File: config.mk
export PLATFORM = sky130hd
export DESIGN_NAME = alu_arbiter
export DESIGN_NICKNAME = d
export VERILOG_FILES = /design/src/rtl/alu_pkg.sv /design/src/rtl/alu_arbiter_alu.sv /design/src/rtl/alu_arbiter.sv
export SDC_FILE = /design/constraint.sdc
export NUM_CORES = 1
export LEC_CHECK = 0
export ABC_AREA = 1
export BUFFER_PORTS_ARGS = -buffer_cell sky130_fd_sc_hd__buf_2
export CAP_MARGIN = 20
export CORE_UTILIZATION = 35
export CTS_BUF_LIST = sky130_fd_sc_hd__clkbuf_4
export DETAILED_ROUTE_END_ITERATION = 10
export GPL_ROUTABILITY_DRIVEN = 0
export PLACE_DENSITY_LB_ADDON = 0.1
export SLEW_MARGIN = 30
export SYNTH_ARGS = -nofsm -noshare
export SYNTH_HDL_FRONTEND = slang
export SYNTH_SLANG_ARGS = --single-unit
File: constraint.sdc
create_clock -name clk -period 4.6 [get_ports clk]
set_input_delay 0 -clock clk [delete_from_list [all_inputs] [get_ports clk]]
set_output_delay 0 -clock clk [all_outputs]
set_load 0.02 [all_outputs]
File: src/rtl/alu_pkg.sv
// Shared ALU definitions: default datapath width, opcode encodings and the
// legality check used by the arbiter to flag reserved opcodes.
package alu_pkg;

  localparam int ALU_W = 32;

  localparam logic [2:0] OP_AND = 3'b000;
  localparam logic [2:0] OP_OR  = 3'b001;
  localparam logic [2:0] OP_ADD = 3'b010;
  localparam logic [2:0] OP_SUB = 3'b110;
  localparam logic [2:0] OP_GT  = 3'b111;

  // Response register states; the encoding is exactly rsp_valid.
  typedef enum logic {
    ST_EMPTY = 1'b0,
    ST_FULL  = 1'b1
  } rsp_state_e;

  function automatic logic is_legal_op(input logic [2:0] op);
    logic legal;
    case (op)
      OP_AND, OP_OR, OP_ADD, OP_SUB, OP_GT: legal = 1'b1;
      default:                              legal = 1'b0;
    endcase
    return legal;
  endfunction

endpackage

File: src/rtl/alu_arbiter_alu.sv
// Purely combinational shared ALU.
// Ports:
//   aluop_i  - operation code (alu_pkg encodings)
//   ope1_i   - first operand
//   ope2_i   - second operand
//   result_o - result; 0 for reserved opcodes
module alu_arbiter_alu
  import alu_pkg::*;
#(
  parameter int W = ALU_W
) (
  input  logic [2:0]   aluop_i,
  input  logic [W-1:0] ope1_i,
  input  logic [W-1:0] ope2_i,
  output logic [W-1:0] result_o
);

  always_comb begin
    result_o = '0;
    case (aluop_i)
      OP_AND:  result_o = ope1_i & ope2_i;
      OP_OR:   result_o = ope1_i | ope2_i;
      OP_ADD:  result_o = ope1_i + ope2_i;
      OP_SUB:  result_o = ope1_i - ope2_i;
      // Unsigned compare, result only in bit 0.
      OP_GT:   result_o = {{(W-1){1'b0}}, (ope1_i > ope2_i)};
      default: result_o = '0;
    endcase
  end

endmodule

File: src/rtl/alu_arbiter.sv
// Two-port round-robin arbiter in front of a single shared ALU. An accepted
// request is computed in the same cycle and its result lands in a response
// register one cycle later, held until the consumer takes it.
// Ports:
//   clk, rst_n               - clock, asynchronous active-low reset
//   req_valid / req_ready    - per-requester handshake (bit i = requester i)
//   req0_* / req1_*          - operands and opcode of each requester
//   rsp_valid / rsp_ready    - response handshake
//   rsp_result/rsp_src/rsp_err - registered result, issuing requester, illegal-op flag
//   op_count                 - consumed responses, modulo 2^CNT_W
module alu_arbiter
  import alu_pkg::*;
#(
  parameter int W     = ALU_W,
  parameter int CNT_W = 16
) (
  input  logic             clk,
  input  logic             rst_n,
  input  logic [1:0]       req_valid,
  output logic [1:0]       req_ready,
  input  logic [W-1:0]     req0_ope1,
  input  logic [W-1:0]     req0_ope2,
  input  logic [2:0]       req0_aluop,
  input  logic [W-1:0]     req1_ope1,
  input  logic [W-1:0]     req1_ope2,
  input  logic [2:0]       req1_aluop,
  output logic             rsp_valid,
  input  logic             rsp_ready,
  output logic [W-1:0]     rsp_result,
  output logic             rsp_src,
  output logic             rsp_err,
  output logic [CNT_W-1:0] op_count
);

  rsp_state_e       state_q, state_d;
  logic [W-1:0]     result_q, result_d;
  logic             src_q, src_d;
  logic             err_q, err_d;
  logic             last_grant_q, last_grant_d;
  logic [CNT_W-1:0] count_q, count_d;

  logic [1:0]       grant;
  logic             can_accept;
  logic             handshake;
  logic             sel;
  logic [2:0]       alu_op;
  logic [W-1:0]     alu_a, alu_b, alu_res;

  // Lone requester always wins; on conflict the one not served last wins.
  always_comb begin
    grant = 2'b00;
    case (req_valid)
      2'b01:   grant = 2'b01;
      2'b10:   grant = 2'b10;
      2'b11:   grant = last_grant_q ? 2'b01 : 2'b10;
      default: grant = 2'b00;
    endcase
  end

  // A held response being consumed this cycle frees the register for a new one.
  assign can_accept = (state_q == ST_EMPTY) | rsp_ready;
  assign req_ready  = rst_n ? (grant & {2{can_accept}}) : 2'b00;
  assign handshake  = |(req_valid & req_ready);
  assign sel        = req_ready[1];

  assign alu_op = sel ? req1_aluop : req0_aluop;
  assign alu_a  = sel ? req1_ope1  : req0_ope1;
  assign alu_b  = sel ? req1_ope2  : req0_ope2;

  alu_arbiter_alu #(.W(W)) u_alu (
    .aluop_i  (alu_op),
    .ope1_i   (alu_a),
    .ope2_i   (alu_b),
    .result_o (alu_res)
  );

  always_comb begin
    state_d      = state_q;
    result_d     = result_q;
    src_d        = src_q;
    err_d        = err_q;
    last_grant_d = last_grant_q;
    count_d      = count_q;
    if ((state_q == ST_FULL) && rsp_ready) begin
      state_d = ST_EMPTY;
      count_d = count_q + CNT_W'(1);
    end
    if (handshake) begin
      state_d      = ST_FULL;
      result_d     = is_legal_op(alu_op) ? alu_res : '0;
      err_d        = ~is_legal_op(alu_op);
      src_d        = sel;
      last_grant_d = sel;
    end
  end

  always_ff @(posedge clk or negedge rst_n) begin
    if (!rst_n) begin
      state_q      <= ST_EMPTY;
      result_q     <= '0;
      src_q        <= 1'b0;
      err_q        <= 1'b0;
      last_grant_q <= 1'b1;
      count_q      <= '0;
    end else begin
      state_q      <= state_d;
      result_q     <= result_d;
      src_q        <= src_d;
      err_q        <= err_d;
      last_grant_q <= last_grant_d;
      count_q      <= count_d;
    end
  end

  assign rsp_valid  = (state_q == ST_FULL);
  assign rsp_result = result_q;
  assign rsp_src    = src_q;
  assign rsp_err    = err_q;
  assign op_count   = count_q;

endmodule

==> results summary <==
Pin placement for this block handled 192 I/O pins. The critical-path maximum fanout came out at 20. The path class of the lowest-slack min-delay path is input port to flop.

In this run the register-to-register setup slack is 0.69 ns. For this run, the share of the core covered by cells in the final layout is 41.2%. Synthesis inferred 52 register bits. The non-filler instance count after layout came out at 1,868. The number of pins exceeding their max-slew limit in the final report came to 0. The kind of capture point of the worst setup path is a flop.

VDD sags by at most 0.139 mV. The remaining design rule violation count came out at 0. The post-synthesis average cell area is 6.04 um2. Among all flip-flop cells after synthesis, the most frequent one is sky130_fd_sc_hd__dfrtp_1. The maximum clock skew at final layout came out at 0.0183 ns. Yosys instantiated no cell more often than sky130_fd_sc_hd__nand2_1. Post-CTS repair changed the size of 0 cells. The number of hold buffers added after CTS came out at 2.

The proportion of synthesized chip area in sequential cells came out at 15.6%. The arrival time reported for the critical path endpoint is 4.22 ns. The starting DRC count in detailed routing is 710. The total negative slack for setup checks is 0 ns. The cell count after placement is 1,857. The worst slack at placement came out at 0.781 ns. The pre-antenna-repair detailed-routing pass consisted of 5 iterations. The final setup violation count is 0.

Summed over all instances, the cell type with the most area after synthesis is sky130_fd_sc_hd__dfrtp_1. The number of maximum-capacitance violations came out at 0. Yosys attributes the largest share of cell area to sky130_fd_sc_hd__dfrtp_1, sky130_fd_sc_hd__ha_1, sky130_fd_sc_hd__nand2_1, sky130_fd_sc_hd__inv_1, sky130_fd_sc_hd__o21ai_0. The count of different cell masters after synthesis is 54. The initial antenna violation count is 1.

The cell area after synthesis came out at 0.00836 mm2. The final critical-path setup slack is 0.685 ns. The number of antenna-violating nets in the routed design came out at 0.

The initial cell density of the core is 35.6%. The shortest clock period the worst path allows after layout is 3.91 ns. Summed over its instances, the top area cell type makes up 15.3% of the synthesized netlist area.

Synthesis produced a netlist with a net count of 1,624. The via total after detailed routing is 9,391. The H-tree depth came out at 2. After filler insertion, the fill cell instance count of the layout stands at 2,666.

Static timing analysis puts the maximum clock frequency at 0.255 GHz. The clock passes through at most 2 buffers. The count of warnings emitted by yosys came out at 0. The clock net in this run drives a total of 52 sinks. The static power due to leakage is 5.48 nW. STA classifies the critical path startpoint as a flop. Clock latency on the worst-skew pair, taken at its later pin, is 0.40 ns. The number of setup buffers added after CTS came out at 0.

The clock root buffer master is sky130_fd_sc_hd__clkbuf_4. The flow ran to the end, and the final reports show no timing, DRC or antenna violations. The cell row count came out at 56. The detailed-route vias per instance came out at 5.03.

The fraction of final layout cells with drive strength greater than 1 is 18.2%. The setup path with the least slack is of type flop to flop. Data on the critical path is required at its endpoint by 4.90 ns.

The number of enable-type register cells in the synthesized netlist came out at 0. The layout overhead on the synthesized area came out at 15.7%. The overall die height is 157 um. The die width came out at 157 um. The final hold violation count is 0. The first global-routing pass estimated 46.8 mm of wire.

The via count of the first global-routing pass came out at 8,566. The final clock period utilization by the worst path is 85.1%. After technology mapping, the gate count stands at 1,384. The floorplan core area is 0.0235 mm2. The number of nets in the final layout came out at 1,787. The routed wire length came out at 30.1 mm. The number of clock buffers inserted by TritonCTS came out at 5. TritonCTS built the clock tree. The tightest slew margin relative to the limit came out at 44.7%. The power density over the cells came out at 305 mW/mm2. The average wire per cell in the routed design came out at 16.1 um. The slew at the pin with the worst max-slew slack came out at 0.826 ns.

The global-route congestion overflow total came out at 0. Of all flip-flops after synthesis, the portion carrying an async set or reset was 100%. The die covers 0.0245 mm2. Setup repair after global routing left no endpoint under its margin.

Detailed placement ended at an HPWL of 24.5 mm. The smallest hold slack came out at 0.134 ns. Counting instances in the post-synthesis netlist gives the leading cell types as sky130_fd_sc_hd__nand2_1, sky130_fd_sc_hd__inv_1, sky130_fd_sc_hd__nor2_1. The clock-pin transition on the worst setup and hold timing paths came out at 0.18 ns. The largest net degree at the start of global routing is 53. The total track usage came out at 24.6%. The count of port buffers added during placement came out at 191.
==> cells by family (layout without fill, tap and decap cells) <==
group                    after synthesis  count (layout)  share of synthesized area, %
adder cells (fa/ha/maj)              101             101                          15.3
buffers and inverters                290             454                          13.7
AO/OA/AOI/OAI                        311             311                          21.4
XOR/XNOR                              21              21                          2.20
flip-flops                            52              52                          15.6
other                                  0               1                             0
AND/OR/NAND/NOR                      609             609                          31.8
==> cell type report <==
class | count | area, um2 | share of cell area (%)
Tap cell | 319 | 399 | 4.12
Clock buffer | 5 | 37.5 | 0.388
Clock inverter | 3 | 42.5 | 0.440
Multi-Input combinational cell | 1042 | 5920 | 61.2
Sequential cell | 52 | 1300 | 13.5
Timing Repair Buffer | 202 | 1060 | 10.9
Antenna cell | 1 | 2.50 | 0.0259
Inverter | 244 | 916 | 9.46
==> critical path, cell delays in order, from the launching register on <==
cell and delay, ns:
sky130_fd_sc_hd__dfstp_2 0.57, sky130_fd_sc_hd__nand2_1 0.06, sky130_fd_sc_hd__nand2_2 0.08, sky130_fd_sc_hd__nor2_2 0.05, sky130_fd_sc_hd__buf_4 0.20, sky130_fd_sc_hd__or2_2 0.28, sky130_fd_sc_hd__o21ai_0 0.18, sky130_fd_sc_hd__inv_1 0.11
sky130_fd_sc_hd__ha_1 0.28, sky130_fd_sc_hd__fa_1 0.39, sky130_fd_sc_hd__nand2_1 0.10, sky130_fd_sc_hd__a21oi_1 0.12, sky130_fd_sc_hd__a21boi_2 0.30, sky130_fd_sc_hd__o21ai_2 0.16, sky130_fd_sc_hd__nand3_1 0.10, sky130_fd_sc_hd__nand2_1 0.14
sky130_fd_sc_hd__o21ai_0 0.19, sky130_fd_sc_hd__o2111ai_1 0.27, sky130_fd_sc_hd__nand2_1 0.14, sky130_fd_sc_hd__nand2_1 0.05
==> through the flow <==
step,power (mW),instance area [um2]
after floorplan,2.01,8360
after global placement,2.65,9570
after detailed placement,2.65,9570
after CTS,2.94,9670
after global routing,3.22,9680
final,2.95,9680
==> report_power, final <==
group          internal, mW  switching [mW]  total, mW  leakage (nW)
logic                 0.643            1.37       2.01          4.77
clock network         0.114           0.164      0.278        0.0428
registers             0.580          0.0835      0.663         0.666
==> worst paths after layout <==
check,start,to,cells after the start
max,last_grant_q$_DFFE_PN1P_,rsp_result[12]$_DFFE_PN0P_,19
min,req0_aluop[2],rsp_err$_DFFE_PN0P_,5
max reg2reg,last_grant_q$_DFFE_PN1P_,rsp_result[12]$_DFFE_PN0P_,19
min reg2reg,op_count[15]$_DFFE_PN0P_,op_count[15]$_DFFE_PN0P_,1
max in group asynchronous,rst_n,op_count[10]$_DFFE_PN0P_,3
min in group asynchronous,rst_n,rsp_result[19]$_DFFE_PN0P_,3
==> state kept, by name, indices dropped and copies added, names as in the netlist <==
register,cells
rsp_err,1
op_count,16
rsp_result,32
last_grant_q,1
rsp_valid,1
rsp_src,1
==> metal layers <==
layer	up-vias	part of all wire (%)	global-route usage (%)
met5	-	0	0
li1	4770	-	-
met4	0	1.4	5.04
met2	380	41	37.4
met3	29	7.9	2.63
met1	4212	50	37.0
==> placed cells by master (no fill, tap or decap), types with 8 or more instances in the layout <==
cell type and count:
sky130_fd_sc_hd__nand2_1 299, sky130_fd_sc_hd__inv_1 238, sky130_fd_sc_hd__buf_2 191, sky130_fd_sc_hd__nor2_1 122, sky130_fd_sc_hd__o21ai_0 118, sky130_fd_sc_hd__a21oi_1 104
sky130_fd_sc_hd__ha_1 99, sky130_fd_sc_hd__nand3_1 95, sky130_fd_sc_hd__dfrtp_1 51, sky130_fd_sc_hd__or2_2 33, sky130_fd_sc_hd__o21ai_1 21, sky130_fd_sc_hd__nand4_1 21
sky130_fd_sc_hd__xor2_1 14, sky130_fd_sc_hd__nor3_1 11, sky130_fd_sc_hd__o21bai_1 9, sky130_fd_sc_hd__o211ai_1 8, sky130_fd_sc_hd__buf_4 8
No activity file was read; power rests on OpenSTA's default activity.
